File: src/rtl/fp_mult_pipe.sv
// fp_mult_pipe: three-stage pipelined float multiplier, round-to-nearest-even, flush-to-zero
// Ports: clock/reset (sync, active-high); in_valid/in_ready + a/b operand handshake;
//        out_valid/out_ready + result product handshake; flags {invalid, overflow,
//        underflow, inexact} present only when FP_MULT_FLAGS_EN is defined.
module fp_mult_pipe #(
    parameter int EXP_BITS = 8,
    parameter int FRAC_BITS = 23,
    localparam int W = 1 + EXP_BITS + FRAC_BITS
) (
    input  logic         clock,
    input  logic         reset,
    input  logic         in_valid,
    output logic         in_ready,
    input  logic [W-1:0] a,
    input  logic [W-1:0] b,
    output logic         out_valid,
    input  logic         out_ready,
    output logic [W-1:0] result
`ifdef FP_MULT_FLAGS_EN
    ,
    output logic [3:0]   flags
`endif
);
    localparam int E = EXP_BITS;
    localparam int F = FRAC_BITS;
    localparam int P = 2 * F + 2;
    localparam int X = E + 2;
    localparam int BIAS = 2 ** (E - 1) - 1;
    localparam int EMAX = 2 ** E - 1;

    typedef enum logic [1:0] {T_NUM, T_NAN, T_INF, T_ZERO} tag_t;

    logic en;
    logic [E-1:0] ea, eb;
    logic [F-1:0] fa, fb;
    logic a_zero, b_zero, a_inf, b_inf, a_nan, b_nan;
    tag_t tag;
    logic signed [X-1:0] esum;
    logic v1, v2;
    logic s1_sign, s2_sign;
    tag_t s1_tag, s2_tag;
    logic signed [X-1:0] s1_exp, s2_exp;
    logic [F:0] s1_ma, s1_mb;
    logic [P-1:0] s2_p;
    logic hi, g, st, rnd, ovf, unf;
    logic [F-1:0] frac;
    logic [F:0] frac_r;
    logic signed [X-1:0] inc, e_fin;
    logic [W-1:0] res;

    assign en = !out_valid || out_ready;
    assign in_ready = en;

    // Exponent zero covers both true zero and denormals, which are flushed.
    always_comb begin
        ea = a[W-2:F];
        eb = b[W-2:F];
        fa = a[F-1:0];
        fb = b[F-1:0];
        a_zero = ~|ea;
        b_zero = ~|eb;
        a_nan = &ea && |fa;
        b_nan = &eb && |fb;
        a_inf = &ea && ~|fa;
        b_inf = &eb && ~|fb;
        tag = (a_nan || b_nan || (a_zero && b_inf) || (b_zero && a_inf)) ? T_NAN :
              (a_inf || b_inf) ? T_INF :
              (a_zero || b_zero) ? T_ZERO : T_NUM;
        esum = $signed({2'b00, ea}) + $signed({2'b00, eb}) - $signed(X'(BIAS));
    end

    // Product is 1x.xxx or 01.xxx; pick the fraction window, guard and sticky accordingly.
    always_comb begin
        hi = s2_p[P-1];
        frac = hi ? s2_p[P-2:F+1] : s2_p[P-3:F];
        g = hi ? s2_p[F] : s2_p[F-1];
        st = hi ? |s2_p[F-1:0] : |s2_p[F-2:0];
        rnd = g && (st || frac[0]);
        frac_r = {1'b0, frac} + (F + 1)'(rnd);
        inc = X'(hi) + X'(frac_r[F]);
        e_fin = s2_exp + inc;
        ovf = !e_fin[X-1] && (e_fin[X-2:0] >= (X - 1)'(EMAX));
        unf = e_fin[X-1] || ~|e_fin;
        res = (s2_tag == T_NAN) ? {1'b0, {E{1'b1}}, 1'b1, {(F - 1){1'b0}}} :
              (s2_tag == T_INF || (s2_tag == T_NUM && ovf)) ? {s2_sign, {E{1'b1}}, {F{1'b0}}} :
              (s2_tag == T_ZERO || (s2_tag == T_NUM && unf)) ? {s2_sign, {(W - 1){1'b0}}} :
              {s2_sign, e_fin[E-1:0], frac_r[F-1:0]};
    end

`ifdef FP_MULT_FLAGS_EN
    logic [3:0] flg;
    always_comb begin
        flg = {s2_tag == T_NAN,
               s2_tag == T_NUM && ovf,
               s2_tag == T_NUM && unf,
               s2_tag == T_NUM && (g || st || ovf || unf)};
    end
`endif

    always_ff @(posedge clock) begin
        if (reset) begin
            v1 <= 1'b0;
            v2 <= 1'b0;
            out_valid <= 1'b0;
            result <= '0;
`ifdef FP_MULT_FLAGS_EN
            flags <= '0;
`endif
        end else if (en) begin
            v1 <= in_valid;
            v2 <= v1;
            out_valid <= v2;
            s1_sign <= a[W-1] ^ b[W-1];
            s1_tag <= tag;
            s1_exp <= esum;
            s1_ma <= {1'b1, fa};
            s1_mb <= {1'b1, fb};
            s2_sign <= s1_sign;
            s2_tag <= s1_tag;
            s2_exp <= s1_exp;
            s2_p <= P'(s1_ma) * P'(s1_mb);
            if (v2) begin
                result <= res;
`ifdef FP_MULT_FLAGS_EN
                flags <= flg;
`endif
            end
        end
    end
endmodule

File: config.mk
export PLATFORM = sky130hd
export DESIGN_NAME = fp_mult_pipe
export DESIGN_NICKNAME = d
export VERILOG_FILES = /design/src/rtl/fp_mult_pipe.sv
export SDC_FILE = /design/constraint.sdc
export NUM_CORES = 2
export LEC_CHECK = 0
export ABC_AREA = 1
export BUFFER_PORTS_ARGS = -buffer_cell sky130_fd_sc_hd__buf_2
export CAP_MARGIN = 25
export CORE_ASPECT_RATIO = 0.5
export CORE_MARGIN = 3
export CORE_UTILIZATION = 65
export CTS_BUF_LIST = sky130_fd_sc_hd__clkbuf_4 sky130_fd_sc_hd__clkbuf_8 sky130_fd_sc_hd__clkbuf_16
export DETAILED_ROUTE_END_ITERATION = 7
export PLACE_DENSITY = 0.83
export SLEW_MARGIN = 20
export SYNTH_ARGS = -nofsm -noshare
export SYNTH_HDL_FRONTEND = slang
export SYNTH_SLANG_ARGS = --single-unit
File: constraint.sdc
create_clock -name clock -period 8.3 [get_ports clock]
set_input_delay 1.245 -clock clock [delete_from_list [all_inputs] [get_ports clock]]
set_output_delay 1.245 -clock clock [all_outputs]
set_load 0.02 [all_outputs]
# After elaboration in Yosys (flattened, before gate mapping)
# Cells that the tools add are included.
dict set report word_totals {
  reg_bits 155
  inputBits 68
  output_inout_bits 34
}
dict set report op_classes {
  n_addsub 5
  mul 1
  n_lt_le_gt_ge 1
  eq_ne 3
  muxes 8
  bitwise 2
  reduce_logical 39
}
# operator count
set ops {}
lappend ops {{23-bit OR reduction} 3}
lappend ops {{31-bit two-way mux} 2}
lappend ops {{24-bit by 24-bit multiplier with 48-bit output} 1}
lappend ops {{32-bit two-way mux} 1}
lappend ops {{23-bit by 1-bit adder with 24-bit output} 1}
lappend ops {{23-bit two-way mux} 1}
lappend ops {{22-bit OR reduction} 1}
lappend ops {{8-bit AND reduction} 2}
lappend ops {{8-bit OR reduction} 2}
lappend ops {{10-bit by 3-bit adder with 10-bit output} 1}
lappend ops {{1-bit logical AND} 10}
lappend ops {{1-bit logical OR} 10}
lappend ops {{10-bit OR reduction} 1}
lappend ops {{9-bit by 7-bit subtractor with 10-bit output (second input constant)} 1}
lappend ops {{8-bit by 8-bit adder with 9-bit output} 1}
lappend ops {{9-bit by 8-bit greater-or-equal comparator with 1-bit output (second input constant)} 1}
lappend ops {{1-bit zero test} 7}
lappend ops {{2-bit == test (second input constant)} 2}
lappend ops {{2-bit two-way mux} 2}
lappend ops {{2-bit AND reduction} 2}
lappend ops {{1-bit by 1-bit adder with 2-bit output} 1}
lappend ops {{2-bit by 1-bit == test with 1-bit output (second input constant)} 1}
lappend ops {{2-bit zero test} 1}
lappend ops {{1-bit two-way mux} 2}
lappend ops {{other kinds (2)} 2}

# Longest topological paths before layout
dict set report depth {
  depth_word 15
  depth_mapped 29
}

# Worst setup path after synthesis
# OpenSTA, ideal clock, no wires.
dict set report synth_path {
  path_type {input port to flip-flop}
  from {input port reset}
  to {register s1_exp[0] (enable)}
  setup_ps 600
  arrival_time_ps 6630
  required_time_ps 7700
  setup_slack_ps 1070
  cell_stages 3
  n_path_buf 2
  cell_sequence {clkbuf_1 clkbuf_1 nor2_1}
}
dict set report synth_between {
  elab_chain_cells 2
}
# element line_no
set synth_rtl {}
lappend synth_rtl {{from (decl)} 11} ;# input logic reset,
lappend synth_rtl {{1-bit NOT (no line)} -}
lappend synth_rtl {{2-bit AND reduction (no line)} -}
lappend synth_rtl {{to (signal assigned)} 115} ;# s1_exp <= esum;
lappend synth_rtl {{to (decl)} 42} ;# logic signed [X-1:0] s1_exp, s2_exp;
# Every way passes these cells.
# A chain may end at the register's enable or synchronous reset.

# Final worst setup path
dict set report layout_path {
  from {register s1_ma[11]}
  to {register s2_p[38] (data pin)}
}
dict set report layout_between {
  elab_chain_cells 1
}
# element line_no
set layout_rtl {}
lappend layout_rtl {{from (decl)} 43} ;# logic [F:0] s1_ma, s1_mb;
lappend layout_rtl {{from (signal assigned)} 116} ;# s1_ma <= {1'b1, fa};
lappend layout_rtl {{24-bit by 24-bit multiplier with 48-bit output} 121} ;# s2_p <= P'(s1_ma) * P'(s1_mb);
lappend layout_rtl {{to (signal assigned)} 121}
lappend layout_rtl {{to (decl)} 44} ;# logic [P-1:0] s2_p;
# Every way passes these cells.

==> insert_results.sql <==
INSERT INTO impl_metrics (metric_group, metric, value, unit) VALUES
('synthesis', 'synth_cell_type_count', '47', ''),
('synthesis', 'yosysWarningCount', '0', ''),
('global_routing', 'first_global_vias', '21900', ''),
('setup_path', 'critPathCaptureType', 'flop', ''),
('synthesis', 'avgSynthCellArea', '8.13', 'um2'),
('die', 'i_o_pin_count', '102', ''),
('hold_path', 'hp-start', 's1_tag[1]', ''),
('synthesis', 'asyncSetResetFlopFracSynth', '0', ''),
('setup_path', 'worstPathMaxFanout', '17', ''),
('synthesis', 'synth_largest_area_cell', 'sky130_fd_sc_hd__fa_1', ''),
('clock_tree', 'holdBufCountCts', '0', ''),
('route', 'detail_route.wl_per_cell', '18.4', 'um'),
('setup_path', 'worstSetupPathType', 'reg2reg', ''),
('status', 'status', 'finished clean', ''),
('die', 'placement_rows', '51', ''),
('final_layout', 'antenna_cells_inserted', '0', ''),
('global_routing', 'grt.busiest_layer', 'met2', ''),
('die', 'floorplan.die.width', '292', 'um'),
('route', 'drc', '0', ''),
('synthesis', 'ys_seq_elements', '155', ''),
('job', 'drv_cap', '0', ''),
('route', 'dr_total_vias', '21200', ''),
('sta', 'report.final.slew_viol_count', '0', ''),
('clock_tree', 'htreeDepth', '4', ''),
('final_layout', 'nNetsFinal', '4078', ''),
('route', 'totalWireLength', '71400', 'um'),
('final_layout', 'nFillCells', '2969', ''),
('synthesis', 'yosys.area.top_type_share', '0.364', ''),
('synthesis', 'syn_nets', '4019', ''),
('clock_tree', 'clkSlewWorstSetupHoldPaths', '80', 'ps'),
('sta', 'max_freq', '138', 'MHz'),
('setup_path', 'r2r_start', 's1_ma[11]', ''),
('global_routing', 'grt_antenna_before_repair', '1', ''),
('die', 'floorplan.die_area', '0.0436', 'mm2'),
('route', 'drt_pass_1_iters', '6', ''),
('global_routing', 'gr-usage-met3', '0.120', ''),
('setup_path', 'rrSetupSlack', '1070', 'ps'),
('setup_path', 'crit_path_start_kind', 'flop', ''),
('clock_tree', 'cts_tree', 'built', ''),
('synthesis', 'synth.cell_area', '0.0266', 'mm2'),
('final_layout', 'multi_input_area', '0.0181', 'mm2'),
('sta', 'final.setup.tns', '0', 'ps'),
('global_routing', 'globalRouteOverflowTotal', '0', ''),
('synthesis', 'top_cells_by_area_in_the_synthesized_netlist', 'sky130_fd_sc_hd__fa_1 36%, sky130_fd_sc_hd__inv_1 14%, sky130_fd_sc_hd__edfxtp_1 14%, sky130_fd_sc_hd__nand2_1 11%, sky130_fd_sc_hd__ha_1 9.0%', ''),
('synthesis', 'synth_flop_cell', 'sky130_fd_sc_hd__edfxtp_1', ''),
('route', 'ant_nets', '0', ''),
('sta', 'hold-worst-slack', '419', 'ps'),
('global_routing', 'grt_util_all_layers', '0.340', ''),
('clock_tree', 'postCtsSetupRepairBufs', '0', ''),
('synthesis', 'yosysSeqAreaShare', '0.162', ''),
('final_layout', 'commonest_non_fill_non_tap_cell_in_the_layout', 'sky130_fd_sc_hd__inv_1', ''),
('hold_path', 'hold-path-endpoint', 's2_tag[1]', ''),
('clock_tree', 'root_buffer', 'sky130_fd_sc_hd__clkbuf_16', ''),
('die', 'core_region_area', '0.0396', 'mm2'),
('sta', 'final_min_period_over_clock_period', '0.871', ''),
('final_layout', 'sequential_cell_area', '0.00430', 'mm2'),
('final_layout', 'layout.core_utilization', '0.717', ''),
('placement', 'place.gp.congestion', '1.05', ''),
('sta', 'timing_worst_slew_pin_value', '1180', 'ps'),
('clock_tree', 'post_cts.resized_instances', '0', ''),
('die', 'initial_standard_cell_utilization_of_the_core', '0.672', ''),
('clock_tree', 'clock_latency', '480', 'ps'),
('final_layout', 'drive_gt1_frac', '0.0621', ''),
('sta', 'timing.slew.headroom', '0.213', ''),
('synthesis', 'synth_enable_flop_cells', '120', ''),
('hold_path', 'min_path_cells', '0', ''),
('placement', 'placement.io_buffers', '101', ''),
('die', 'die_h', '149', 'um'),
('setup_path', 'worst-endpoint-required', '8510', 'ps'),
('final_layout', 'area.growth.synth_to_final', '6.74', '%'),
('final_layout', 'most-common-layout-cells', '1,005 x sky130_fd_sc_hd__inv_1, 789 x sky130_fd_sc_hd__nand2_1, 484 x sky130_fd_sc_hd__fa_1', '');
==> cell families (layout without fill, tap and decap cells) <==
kind of cell               Yosys count  after routing  share of synthesized area
and+or+nand+nor                   1066           1066                      0.162
adders and majority gates          676            676                      0.454
AOI/OAI and AO/OA                  200            200                     0.0418
DFF                                155            155                      0.162
xor gates and xnor gates            65             65                     0.0214
buffers and inverters             1113           1185                      0.159
==> critical path: stages, from the launching register on <==
cell and delay, ps:
sky130_fd_sc_hd__edfxtp_1 1070, sky130_fd_sc_hd__buf_4 350, sky130_fd_sc_hd__nand2_1 70, sky130_fd_sc_hd__inv_1 110, sky130_fd_sc_hd__fa_1 430, sky130_fd_sc_hd__fa_1 530
sky130_fd_sc_hd__inv_1 60, sky130_fd_sc_hd__fa_1 470, sky130_fd_sc_hd__fa_1 520, sky130_fd_sc_hd__inv_1 60, sky130_fd_sc_hd__fa_1 440, sky130_fd_sc_hd__fa_1 510
sky130_fd_sc_hd__inv_1 50, sky130_fd_sc_hd__fa_1 570, sky130_fd_sc_hd__inv_1 70, sky130_fd_sc_hd__ha_1 340, sky130_fd_sc_hd__nand2_1 130, sky130_fd_sc_hd__inv_1 50
sky130_fd_sc_hd__a21oi_1 190, sky130_fd_sc_hd__a21boi_0 320, sky130_fd_sc_hd__o21bai_1 130, sky130_fd_sc_hd__nand2b_1 200, sky130_fd_sc_hd__a21oi_1 180, sky130_fd_sc_hd__xnor2_1 90
==> metrics by stage <==
stage | setup WS (ps) | cells | area [um2]
after floorplan | 1070 | 3275 | 26600
after global placement | 1230 | 3831 | 27600
after detailed placement | 1200 | 3835 | 27600
after CTS | 1180 | 3867 | 28300
after global routing | 854 | 3877 | 28400
final | 1070 | 3877 | 28400
==> cell usage after synthesis, types with 24 or more instances <==
| master | number |
|---|---|
| sky130_fd_sc_hd__inv_1 | 1005 |
| sky130_fd_sc_hd__fa_1 | 484 |
| sky130_fd_sc_hd__clkbuf_1 | 99 |
| sky130_fd_sc_hd__xor2_1 | 49 |
| sky130_fd_sc_hd__nand2_1 | 789 |
| sky130_fd_sc_hd__nor4_1 | 24 |
| sky130_fd_sc_hd__o21ai_0 | 58 |
| sky130_fd_sc_hd__edfxtp_1 | 120 |
| sky130_fd_sc_hd__ha_1 | 192 |
| sky130_fd_sc_hd__a21oi_1 | 88 |
| sky130_fd_sc_hd__nand3_1 | 57 |
| sky130_fd_sc_hd__nor2_1 | 137 |
| sky130_fd_sc_hd__dfxtp_1 | 35 |
==> sequential cells by signal, summed over array words and instances, names as in the netlist <==
| signal | cells |
|---|---|
| s2_sign | 1 |
| s1_exp | 10 |
| s1_mb | 23 |
| out_valid | 1 |
| v1 | 1 |
| s2_exp | 10 |
| v2 | 1 |
| s2_p | 48 |
| s2_tag | 2 |
| s1_sign | 1 |
| result | 32 |
| s1_ma | 23 |
| s1_tag | 2 |
==> layer usage <==
layer  routed length (um)  vias up  share of wire
met5                   13        -        0.00018
met4                 2500        2          0.035
met3                10100      208           0.14
met2                30900     1235           0.43
met1                27900    10200           0.39
li1                     -     9588              -
==> final cells by class <==
type / instances / share of cell area
clock buffers: 18 / 0.0152
clock inverters: 14 / 0.00630
flip-flops and latches: 155 / 0.151
repair buffers: 146 / 0.0332
inverters: 1007 / 0.133
multi-input cells: 2007 / 0.637
well taps: 530 / 0.0233
==> worst max path at each step <==
stage	start	to	slack [ps]	depth (start not counted)
final	s1_ma[11]	s2_p[38]	1070	23
after global routing	s1_ma[11]	s2_p[38]	850	23
after CTS	s1_ma[11]	s2_p[38]	1180	21
after detailed placement	s1_ma[11]	s2_p[38]	1200	21
after global placement	s1_ma[15]	s2_p[43]	1230	23
after floorplan	reset	s1_exp[0]	1070	3
Power is not shown: default switching activity piles up to over one toggle a cycle in this logic, so the estimate is an artifact.
